--- config.mk ---
export PLATFORM = sky130hd
export DESIGN_NAME = ex_stage_flat
export DESIGN_NICKNAME = d
export VERILOG_FILES = /design/src/rtl/ex_stage_pkg.sv /design/src/rtl/ex_stage_if.sv /design/src/rtl/ex_stage_div_iter.sv /design/src/rtl/ex_stage.sv /design/src/flat_wrapper.sv
export SDC_FILE = /design/constraint.sdc
export NUM_CORES = 2
export LEC_CHECK = 0
export BUFFER_PORTS_ARGS = -buffer_cell sky130_fd_sc_hd__buf_2
export CAP_MARGIN = 20
export CORE_ASPECT_RATIO = 1.25
export CORE_UTILIZATION = 40
export DETAILED_ROUTE_END_ITERATION = 10
export PLACE_DENSITY = 0.6
export SYNTH_ARGS = -nofsm -noshare
export SYNTH_HDL_FRONTEND = slang
export SYNTH_SLANG_ARGS = --single-unit
--- constraint.sdc ---
create_clock -name clk -period 9.49 [get_ports clk]
set_input_delay 2.847 -clock clk [delete_from_list [all_inputs] [get_ports clk]]
set_output_delay 2.847 -clock clk [all_outputs]
set_load 0.005 [all_outputs]
--- src/rtl/ex_stage_pkg.sv ---
// Shared widths, stall encodings, ALU/funct codes and bus layouts for the MIPS execute stage.
package ex_stage_pkg;

    localparam int ID_TO_EX_WD  = 159;
    localparam int EX_TO_MEM_WD = 76;
    localparam int EX_TO_ID_WD  = 38;
    localparam int STALL_WD     = 6;

    localparam logic STOP    = 1'b1;
    localparam logic NO_STOP = 1'b0;

    localparam int DIV_CYCLES = 32;
    localparam int CNT_W      = $clog2(DIV_CYCLES);

    // Bit positions inside the one-hot alu_op field
    localparam int OP_ADD  = 11;
    localparam int OP_SUB  = 10;
    localparam int OP_SLT  = 9;
    localparam int OP_SLTU = 8;
    localparam int OP_AND  = 7;
    localparam int OP_NOR  = 6;
    localparam int OP_OR   = 5;
    localparam int OP_XOR  = 4;
    localparam int OP_SLL  = 3;
    localparam int OP_SRL  = 2;
    localparam int OP_SRA  = 1;
    localparam int OP_LUI  = 0;

    localparam logic [5:0] FN_MFHI = 6'h10;
    localparam logic [5:0] FN_MTHI = 6'h11;
    localparam logic [5:0] FN_MFLO = 6'h12;
    localparam logic [5:0] FN_MTLO = 6'h13;
    localparam logic [5:0] FN_DIV  = 6'h1A;
    localparam logic [5:0] FN_DIVU = 6'h1B;

    typedef enum logic [1:0] {
        DIV_IDLE = 2'd0,
        DIV_BUSY = 2'd1,
        DIV_DONE = 2'd2
    } div_state_e;

    typedef struct packed {
        logic [31:0] pc;
        logic [31:0] inst;
        logic [11:0] alu_op;
        logic [2:0]  src1;
        logic [3:0]  src2;
        logic        ram_en;
        logic [3:0]  ram_wen;
        logic        rf_we;
        logic [4:0]  rf_waddr;
        logic        sel_rf_res;
        logic [31:0] rdata1;
        logic [31:0] rdata2;
    } id_ex_t;

    typedef struct packed {
        logic [31:0] pc;
        logic        ram_en;
        logic [3:0]  ram_wen;
        logic        sel_rf_res;
        logic        rf_we;
        logic [4:0]  rf_waddr;
        logic [31:0] ex_result;
    } ex_mem_t;

endpackage

--- src/rtl/ex_stage_if.sv ---
// Decode/stall-control/MEM-facing signal bundle of the execute stage.
interface ex_stage_if;
    import ex_stage_pkg::*;

    logic [STALL_WD-1:0]     stall;
    logic [ID_TO_EX_WD-1:0]  id_to_ex_bus;
    logic [EX_TO_MEM_WD-1:0] ex_to_mem_bus;
    logic [EX_TO_ID_WD-1:0]  ex_to_id_bus;
    logic                    ex_is_load;
    logic                    stallreq_for_ex;
    logic                    data_sram_en;
    logic [3:0]              data_sram_wen;
    logic [31:0]             data_sram_addr;
    logic [31:0]             data_sram_wdata;

    modport master (
        output stall, id_to_ex_bus,
        input  ex_to_mem_bus, ex_to_id_bus, ex_is_load, stallreq_for_ex,
        input  data_sram_en, data_sram_wen, data_sram_addr, data_sram_wdata
    );

    modport slave (
        input  stall, id_to_ex_bus,
        output ex_to_mem_bus, ex_to_id_bus, ex_is_load, stallreq_for_ex,
        output data_sram_en, data_sram_wen, data_sram_addr, data_sram_wdata
    );

endinterface

--- src/rtl/ex_stage_div_iter.sv ---
// Radix-2 restoring divider: one IDLE cycle to capture magnitudes, 32 BUSY steps, one DONE
// cycle presenting sign-corrected quotient/remainder. busy_o covers IDLE-with-start plus BUSY.
module ex_stage_div_iter
    import ex_stage_pkg::*;
(
    input  logic        clk,
    input  logic        rst,
    input  logic        start_i,
    input  logic        signed_en_i,
    input  logic [31:0] a_i,
    input  logic [31:0] b_i,
    output logic        busy_o,
    output logic        done_o,
    output logic [31:0] quot_o,
    output logic [31:0] rem_o
);

    div_state_e       state_q, state_d;
    logic [CNT_W-1:0] cnt_q, cnt_d;
    logic [31:0]      quo_q, quo_d, rem_q, rem_d, dvs_q, dvs_d;
    logic             qneg_q, qneg_d, rneg_q, rneg_d;
    logic             a_neg, b_neg, ge;
    logic [32:0]      trial, diff;

    assign a_neg = signed_en_i & a_i[31];
    assign b_neg = signed_en_i & b_i[31];
    // trial carries the shifted-out bit; compare on full 33 bits so a zero divisor stays correct
    assign trial = {rem_q, quo_q[31]};
    assign ge    = (trial >= {1'b0, dvs_q});
    assign diff  = trial - {1'b0, dvs_q};

    always_ff @(posedge clk) begin
        if (rst) begin
            state_q <= DIV_IDLE;
            cnt_q   <= '0;
            quo_q   <= '0;
            rem_q   <= '0;
            dvs_q   <= '0;
            qneg_q  <= 1'b0;
            rneg_q  <= 1'b0;
        end else begin
            state_q <= state_d;
            cnt_q   <= cnt_d;
            quo_q   <= quo_d;
            rem_q   <= rem_d;
            dvs_q   <= dvs_d;
            qneg_q  <= qneg_d;
            rneg_q  <= rneg_d;
        end
    end

    always_comb begin
        state_d = state_q;
        cnt_d   = cnt_q;
        quo_d   = quo_q;
        rem_d   = rem_q;
        dvs_d   = dvs_q;
        qneg_d  = qneg_q;
        rneg_d  = rneg_q;
        busy_o  = 1'b0;
        done_o  = 1'b0;
        case (state_q)
            DIV_IDLE: begin
                if (start_i) begin
                    busy_o  = 1'b1;
                    state_d = DIV_BUSY;
                    cnt_d   = '0;
                    quo_d   = a_neg ? -a_i : a_i;
                    dvs_d   = b_neg ? -b_i : b_i;
                    rem_d   = '0;
                    qneg_d  = a_neg ^ b_neg;
                    rneg_d  = a_neg;
                end
            end
            DIV_BUSY: begin
                busy_o = 1'b1;
                cnt_d  = cnt_q + 1'b1;
                quo_d  = {quo_q[30:0], ge};
                rem_d  = ge ? diff[31:0] : trial[31:0];
                if (cnt_q == CNT_W'(DIV_CYCLES - 1)) begin
                    state_d = DIV_DONE;
                end
            end
            DIV_DONE: begin
                done_o  = 1'b1;
                state_d = DIV_IDLE;
            end
            default: state_d = DIV_IDLE;
        endcase
    end

    assign quot_o = qneg_q ? -quo_q : quo_q;
    assign rem_o  = rneg_q ? -rem_q : rem_q;

endmodule

--- src/rtl/ex_stage.sv ---
// MIPS execute stage: registered decode bus, inline ALU, data-SRAM request, HI/LO and divider.
// Outputs are combinational from the EX register; stallreq_for_ex holds IF..EX while dividing.
module ex_stage
    import ex_stage_pkg::*;
(
    input  logic      clk,
    input  logic      rst,
    ex_stage_if.slave bus
);

    id_ex_t      ex_q, ex_d;
    logic [31:0] hi_q, hi_d, lo_q, lo_d;
    logic        ex_adv;

    assign ex_adv = (bus.stall[2] == NO_STOP);

    always_comb begin
        ex_d = ex_q;
        if (bus.stall[2] == STOP && bus.stall[3] == NO_STOP) begin
            ex_d = '0;
        end else if (ex_adv) begin
            ex_d = bus.id_to_ex_bus;
        end
    end

    always_ff @(posedge clk) begin
        if (rst) begin
            ex_q <= '0;
            hi_q <= '0;
            lo_q <= '0;
        end else begin
            ex_q <= ex_d;
            hi_q <= hi_d;
            lo_q <= lo_d;
        end
    end

    logic        special;
    logic [5:0]  funct;
    logic        is_div, is_divu, is_mfhi, is_mflo, is_mthi, is_mtlo;
    logic [31:0] imm_sext, imm_zext;

    assign special  = (ex_q.inst[31:26] == 6'd0);
    assign funct    = ex_q.inst[5:0];
    assign is_div   = special & (funct == FN_DIV);
    assign is_divu  = special & (funct == FN_DIVU);
    assign is_mfhi  = special & (funct == FN_MFHI);
    assign is_mflo  = special & (funct == FN_MFLO);
    assign is_mthi  = special & (funct == FN_MTHI);
    assign is_mtlo  = special & (funct == FN_MTLO);
    assign imm_sext = {{16{ex_q.inst[15]}}, ex_q.inst[15:0]};
    assign imm_zext = {16'd0, ex_q.inst[15:0]};

    logic [31:0] op_a, op_b, alu_res;

    assign op_a = ({32{ex_q.src1[0]}} & ex_q.rdata1)
                | ({32{ex_q.src1[1]}} & ex_q.pc)
                | ({32{ex_q.src1[2]}} & {27'd0, ex_q.inst[10:6]});
    assign op_b = ({32{ex_q.src2[0]}} & ex_q.rdata2)
                | ({32{ex_q.src2[1]}} & imm_sext)
                | ({32{ex_q.src2[2]}} & 32'd8)
                | ({32{ex_q.src2[3]}} & imm_zext);

    always_comb begin
        alu_res = '0;
        if (ex_q.alu_op[OP_ADD])  alu_res = alu_res | (op_a + op_b);
        if (ex_q.alu_op[OP_SUB])  alu_res = alu_res | (op_a - op_b);
        if (ex_q.alu_op[OP_SLT])  alu_res = alu_res | {31'd0, $signed(op_a) < $signed(op_b)};
        if (ex_q.alu_op[OP_SLTU]) alu_res = alu_res | {31'd0, op_a < op_b};
        if (ex_q.alu_op[OP_AND])  alu_res = alu_res | (op_a & op_b);
        if (ex_q.alu_op[OP_NOR])  alu_res = alu_res | ~(op_a | op_b);
        if (ex_q.alu_op[OP_OR])   alu_res = alu_res | (op_a | op_b);
        if (ex_q.alu_op[OP_XOR])  alu_res = alu_res | (op_a ^ op_b);
        if (ex_q.alu_op[OP_SLL])  alu_res = alu_res | (op_b << op_a[4:0]);
        if (ex_q.alu_op[OP_SRL])  alu_res = alu_res | (op_b >> op_a[4:0]);
        if (ex_q.alu_op[OP_SRA])  alu_res = alu_res | $unsigned($signed(op_b) >>> op_a[4:0]);
        if (ex_q.alu_op[OP_LUI])  alu_res = alu_res | {op_b[15:0], 16'd0};
    end

    logic        div_busy, div_done;
    logic [31:0] div_quot, div_rem;

    ex_stage_div_iter u_div (
        .clk         (clk),
        .rst         (rst),
        .start_i     (is_div | is_divu),
        .signed_en_i (is_div),
        .a_i         (ex_q.rdata1),
        .b_i         (ex_q.rdata2),
        .busy_o      (div_busy),
        .done_o      (div_done),
        .quot_o      (div_quot),
        .rem_o       (div_rem)
    );

    // mthi/mtlo commit only on the edge their instruction leaves EX
    always_comb begin
        hi_d = hi_q;
        lo_d = lo_q;
        if (div_done) begin
            hi_d = div_rem;
            lo_d = div_quot;
        end else if (ex_adv) begin
            if (is_mthi) hi_d = ex_q.rdata1;
            if (is_mtlo) lo_d = ex_q.rdata1;
        end
    end

    logic [31:0] ex_result;
    ex_mem_t     mem_out;

    assign ex_result = is_mfhi ? hi_q : (is_mflo ? lo_q : alu_res);

    assign mem_out.pc         = ex_q.pc;
    assign mem_out.ram_en     = ex_q.ram_en;
    assign mem_out.ram_wen    = ex_q.ram_wen;
    assign mem_out.sel_rf_res = ex_q.sel_rf_res;
    assign mem_out.rf_we      = ex_q.rf_we;
    assign mem_out.rf_waddr   = ex_q.rf_waddr;
    assign mem_out.ex_result  = ex_result;

    assign bus.ex_to_mem_bus   = mem_out;
    assign bus.ex_to_id_bus    = {ex_q.rf_we, ex_q.rf_waddr, ex_result};
    assign bus.ex_is_load      = ex_q.ram_en & ~(|ex_q.ram_wen);
    assign bus.stallreq_for_ex = div_busy;
    assign bus.data_sram_en    = ex_q.ram_en;
    assign bus.data_sram_wen   = ex_q.ram_wen;
    assign bus.data_sram_addr  = ex_q.rdata1 + imm_sext;
    assign bus.data_sram_wdata = ex_q.rdata2;

    logic unused_bits;
    assign unused_bits = ^{ex_q.inst[25:16], bus.stall[5:4], bus.stall[1:0]};

endmodule

--- src/flat_wrapper.sv ---
// flat-port wrapper written by rule: the top's interface ports become plain ports
module ex_stage_flat import ex_stage_pkg::*;
  (clk, rst, bus_stall, bus_id_to_ex_bus, bus_ex_to_mem_bus, bus_ex_to_id_bus, bus_ex_is_load, bus_stallreq_for_ex, bus_data_sram_en, bus_data_sram_wen, bus_data_sram_addr, bus_data_sram_wdata);
  ex_stage_if bus_i ();
  input  logic clk;
  input  logic rst;
  input wire logic [$bits(bus_i.stall)-1:0] bus_stall;
  input wire logic [$bits(bus_i.id_to_ex_bus)-1:0] bus_id_to_ex_bus;
  output wire logic [$bits(bus_i.ex_to_mem_bus)-1:0] bus_ex_to_mem_bus;
  output wire logic [$bits(bus_i.ex_to_id_bus)-1:0] bus_ex_to_id_bus;
  output wire logic [$bits(bus_i.ex_is_load)-1:0] bus_ex_is_load;
  output wire logic [$bits(bus_i.stallreq_for_ex)-1:0] bus_stallreq_for_ex;
  output wire logic [$bits(bus_i.data_sram_en)-1:0] bus_data_sram_en;
  output wire logic [$bits(bus_i.data_sram_wen)-1:0] bus_data_sram_wen;
  output wire logic [$bits(bus_i.data_sram_addr)-1:0] bus_data_sram_addr;
  output wire logic [$bits(bus_i.data_sram_wdata)-1:0] bus_data_sram_wdata;
  assign bus_i.stall = bus_stall;
  assign bus_i.id_to_ex_bus = bus_id_to_ex_bus;
  assign bus_ex_to_mem_bus = bus_i.ex_to_mem_bus;
  assign bus_ex_to_id_bus = bus_i.ex_to_id_bus;
  assign bus_ex_is_load = bus_i.ex_is_load;
  assign bus_stallreq_for_ex = bus_i.stallreq_for_ex;
  assign bus_data_sram_en = bus_i.data_sram_en;
  assign bus_data_sram_wen = bus_i.data_sram_wen;
  assign bus_data_sram_addr = bus_i.data_sram_addr;
  assign bus_data_sram_wdata = bus_i.data_sram_wdata;
  ex_stage u_core (.clk(clk), .rst(rst), .bus(bus_i));
endmodule
==> out/qor.yml <==
relSlewSlack_pct: 23.1
cp_cell_sequence: "or2_2 > a22oi_1 > inv_1 > ha_1 > o21ba_2 > o21ai_1 > a221oi_1 > a21oi_1 > o31ai_1 > a21boi_1 > xnor2_1 > a221oi_1 > a21oi_1 > buf_2"
yosys_warnings: 0
drt-pass1-iter-count: 8
cellLeakagePower_nw: 13.7
grt_antenna_before_repair: 2
numCtsBuffers: 38
drc: 0
area_growth_pct: 10.2
worstSetupPathType: "register to primary output"
cp_max_fo: 23
synth_edf_count: 0
period_share_pct: 95.2
synthArstFlopShare_pct: 0
worst_pin_slew_ns: 1.15
gr-total-overflow: 0
dp_hpwl_mm: 99.2
layout.nets: 4201
drt-total-wl_mm: 129
cp-start-kind: "register"
cts.htree.levels: 2
grt_max_degree: 104
status: "finished clean"
avgSynthCellArea_um2: 7.53
setup_viol: 0
drt-initial-drc-count: 3495
post-cts-setup-buffer-count: 0
fillers: 7456
ys_seq_area_share_pct: 22.3
clkPwrFrac_pct: 39.0
rows: 109
max_freq_mhz: 111
track_usage_pct: 34.2
grt_pass1_wl_mm: 183
clockRootBuffer: "clkbuf_16"
ys.flop_type: "dfxtp_1"
clock_sink_count: 318
end_kind: "primary output"
slowest_stage: "a221oi_1"
pwr-share-seq_pct: 37.5
cts_buffer_depth: 3
hold_buffers: 0
fin_tns_setup_ns: 0
synthTopCellsByArea: "dfxtp_1 (22%), mux2i_1 (9.7%), ha_1 (7.2%)"
synth_top_area_cell: "dfxtp_1"
grt_pass1_vias: 26900
netlist-cell-type-count: 87
critical_path_arrival_ns: 6.19
cts_tree: "built"
clk_pin_slew_ns: 0.06
final_common_cell: "nor2_1"
synth_top_area_share_pct: 22.3
min_period_ns: 9.04
hp-class: "register to register"
p_sw_w: 0.00132
ios: 352
vdd_drop_max_uv: 127
gp_congestion: 1.06
intPower_w: 0.00253
rsz0062_at_grt: "false"
finalClockSkew_ns: 0.0483
synth_cells: 3794
power.density_nw_per_um2: 122
cp_slowest_stage_delay_ns: 0.89
initial_core_util_pct: 40.5
coreArea_um2: 70600
final_cell_mix: "nor2_1 (411), nand2_1 (365), buf_2 (335)"
holdWs_ns: 0.466
die-area_um2: 72500
io_buffer_count: 337
required_ns: 6.64
syn_area_um2: 28600
hold_viol: 0
finalMaxSlewViolations: 0
swShare_pct: 34.4
vias_per_cell: 6.12
diodes: 0
clk_latency_ns: 0.60
drtAntennaViolNets: 0
num_vias: 29600
drv_cap: 0
drive_gt1_share_pct: 14.7
die_x_um: 241
wl_per_cell_um: 26.6
ys_ff_latch: 318
synth_nets: 4130
dieHeight_um: 301
combPwrFrac_pct: 23.5
[per-layer routing]
layer	up-vias	wire [um]	GRT usage, %
met5	-	9	0
met4	2	9020	20.8
met3	311	9470	5.01
met2	1425	57200	53.7
met1	14200	53000	44.0
li1	13700	-	-
[repair_timing]
item,4_1_cts,5_1_grt
endpoints found under the hold margin,0,0
endpoints found under the setup margin,0,2
gates resized for setup,0,1
[critical path: cells and delay by family, from the launching register on]
kind            cells  cell delay (ns)
compound gates      9             3.61
flops               1             0.52
buf+inv             2             0.36
xor+xnor            1             0.20
simple gates        1             0.46
fa+ha+maj           1             0.43
[worst paths after layout]
check | startpoint | end | slack (ns) | cells past startpoint
min | u_core.u_div.dvs_q[31]$_SDFFE_PP0P_ | u_core.u_div.dvs_q[31]$_SDFFE_PP0P_ | 0.47 | 2
min reg2reg | u_core.u_div.dvs_q[31]$_SDFFE_PP0P_ | u_core.u_div.dvs_q[31]$_SDFFE_PP0P_ | 0.47 | 2
max reg2reg | u_core.u_div.rem_q[0]$_SDFFE_PP0P_ | u_core.u_div.rem_q[10]$_SDFFE_PP0P_ | 5.28 | 11
max | u_core.ex_q[77]$_SDFFE_PP0N_ | bus_ex_to_mem_bus[21] | 0.45 | 14
[state kept, by name, summed over array words and instances, names as in the netlist, 2 cells and up]
signal / flops
u_core.hi_q: 32
u_core.u_div.cnt_q: 5
u_core.bus.data_sram_wdata: 32
u_core.ex_q: 73
u_core.u_div.dvs_q: 32
u_core.lo_q: 32
u_core.bus.ex_to_id_bus: 6
u_core.u_div.rem_q: 32
u_core.bus.data_sram_wen: 4
u_core.u_div.quo_q: 32
u_core.u_div.state_q: 2
u_core.bus.ex_to_mem_bus: 33
[per-stage QoR]
stage / instance area, um^2 / total power, W / worst slack [ns] / util (%) / cells
2_1_floorplan: 28600 / 0.00200 / 1.82 / - / 3794
3_3_place_gp: 30200 / 0.00235 / 1.21 / 42.8 / 4766
3_5_place_dp: 30200 / 0.00235 / 1.12 / 42.8 / 4766
4_1_cts: 31500 / 0.00385 / 0.465 / 44.5 / 4836
5_1_grt: 31500 / 0.00397 / 0.221 / 44.6 / 4838
6_report: 31500 / 0.00385 / 0.454 / 44.6 / 4838
[area by class of cell]
type                       count  area [um^2]  area share (%)
multi-input combinational   2914        19700            62.4
timing repair buffer         430         2440            7.73
clock buffer                  48         1040            3.30
sequential                   318         6370            20.2
tap                          943         1180            3.74
clock inverter                22          206           0.655
inverter                     163          612            1.94
[cell usage after synthesis (all sizes together) (12+ instances only)]
master and n:
a211oi 95, o211ai 35, ha 165, xor2 59, nand2b 20, nand3 82
inv 162, clkbuf 239, buf 160, a22oi 67, nor3 34, a31oi 16
nand4 18, or3 25, dfxtp 318, nor2 414, xnor2 167, o41ai 20
mux2 35, a21oi 294, a221oi 34, a32oi 12, a311oi 39, o31ai 50
nand2 366, a21o 41, nor2b 23, o21bai 26, o21ai 215, or4 27
and2 19, mux2i 278, nor4 15, o21a 18, a22o 52, o22ai 12
[power groups by stage]
stage               Sequential [W]  Clock (W)  Combinational (W)
floorplan                  0.00142          0           0.000576
global placement           0.00147          0           0.000876
detailed placement         0.00147          0           0.000877
CTS                        0.00144    0.00152           0.000881
global route               0.00144    0.00157           0.000957
finish                     0.00144    0.00150           0.000906
[cell families after synthesis]
kind of cell	after synthesis	share of synthesized area [%]
AOI/OAI and AO/OA	1117	26.2
xor gates and xnor gates	226	6.92
adders and majority gates	169	7.50
buffers and inverters	562	9.06
DFF	318	22.3
muxes	313	11.1
and+or+nand+nor	1089	17.0
(Power assumes the default switching activity.)
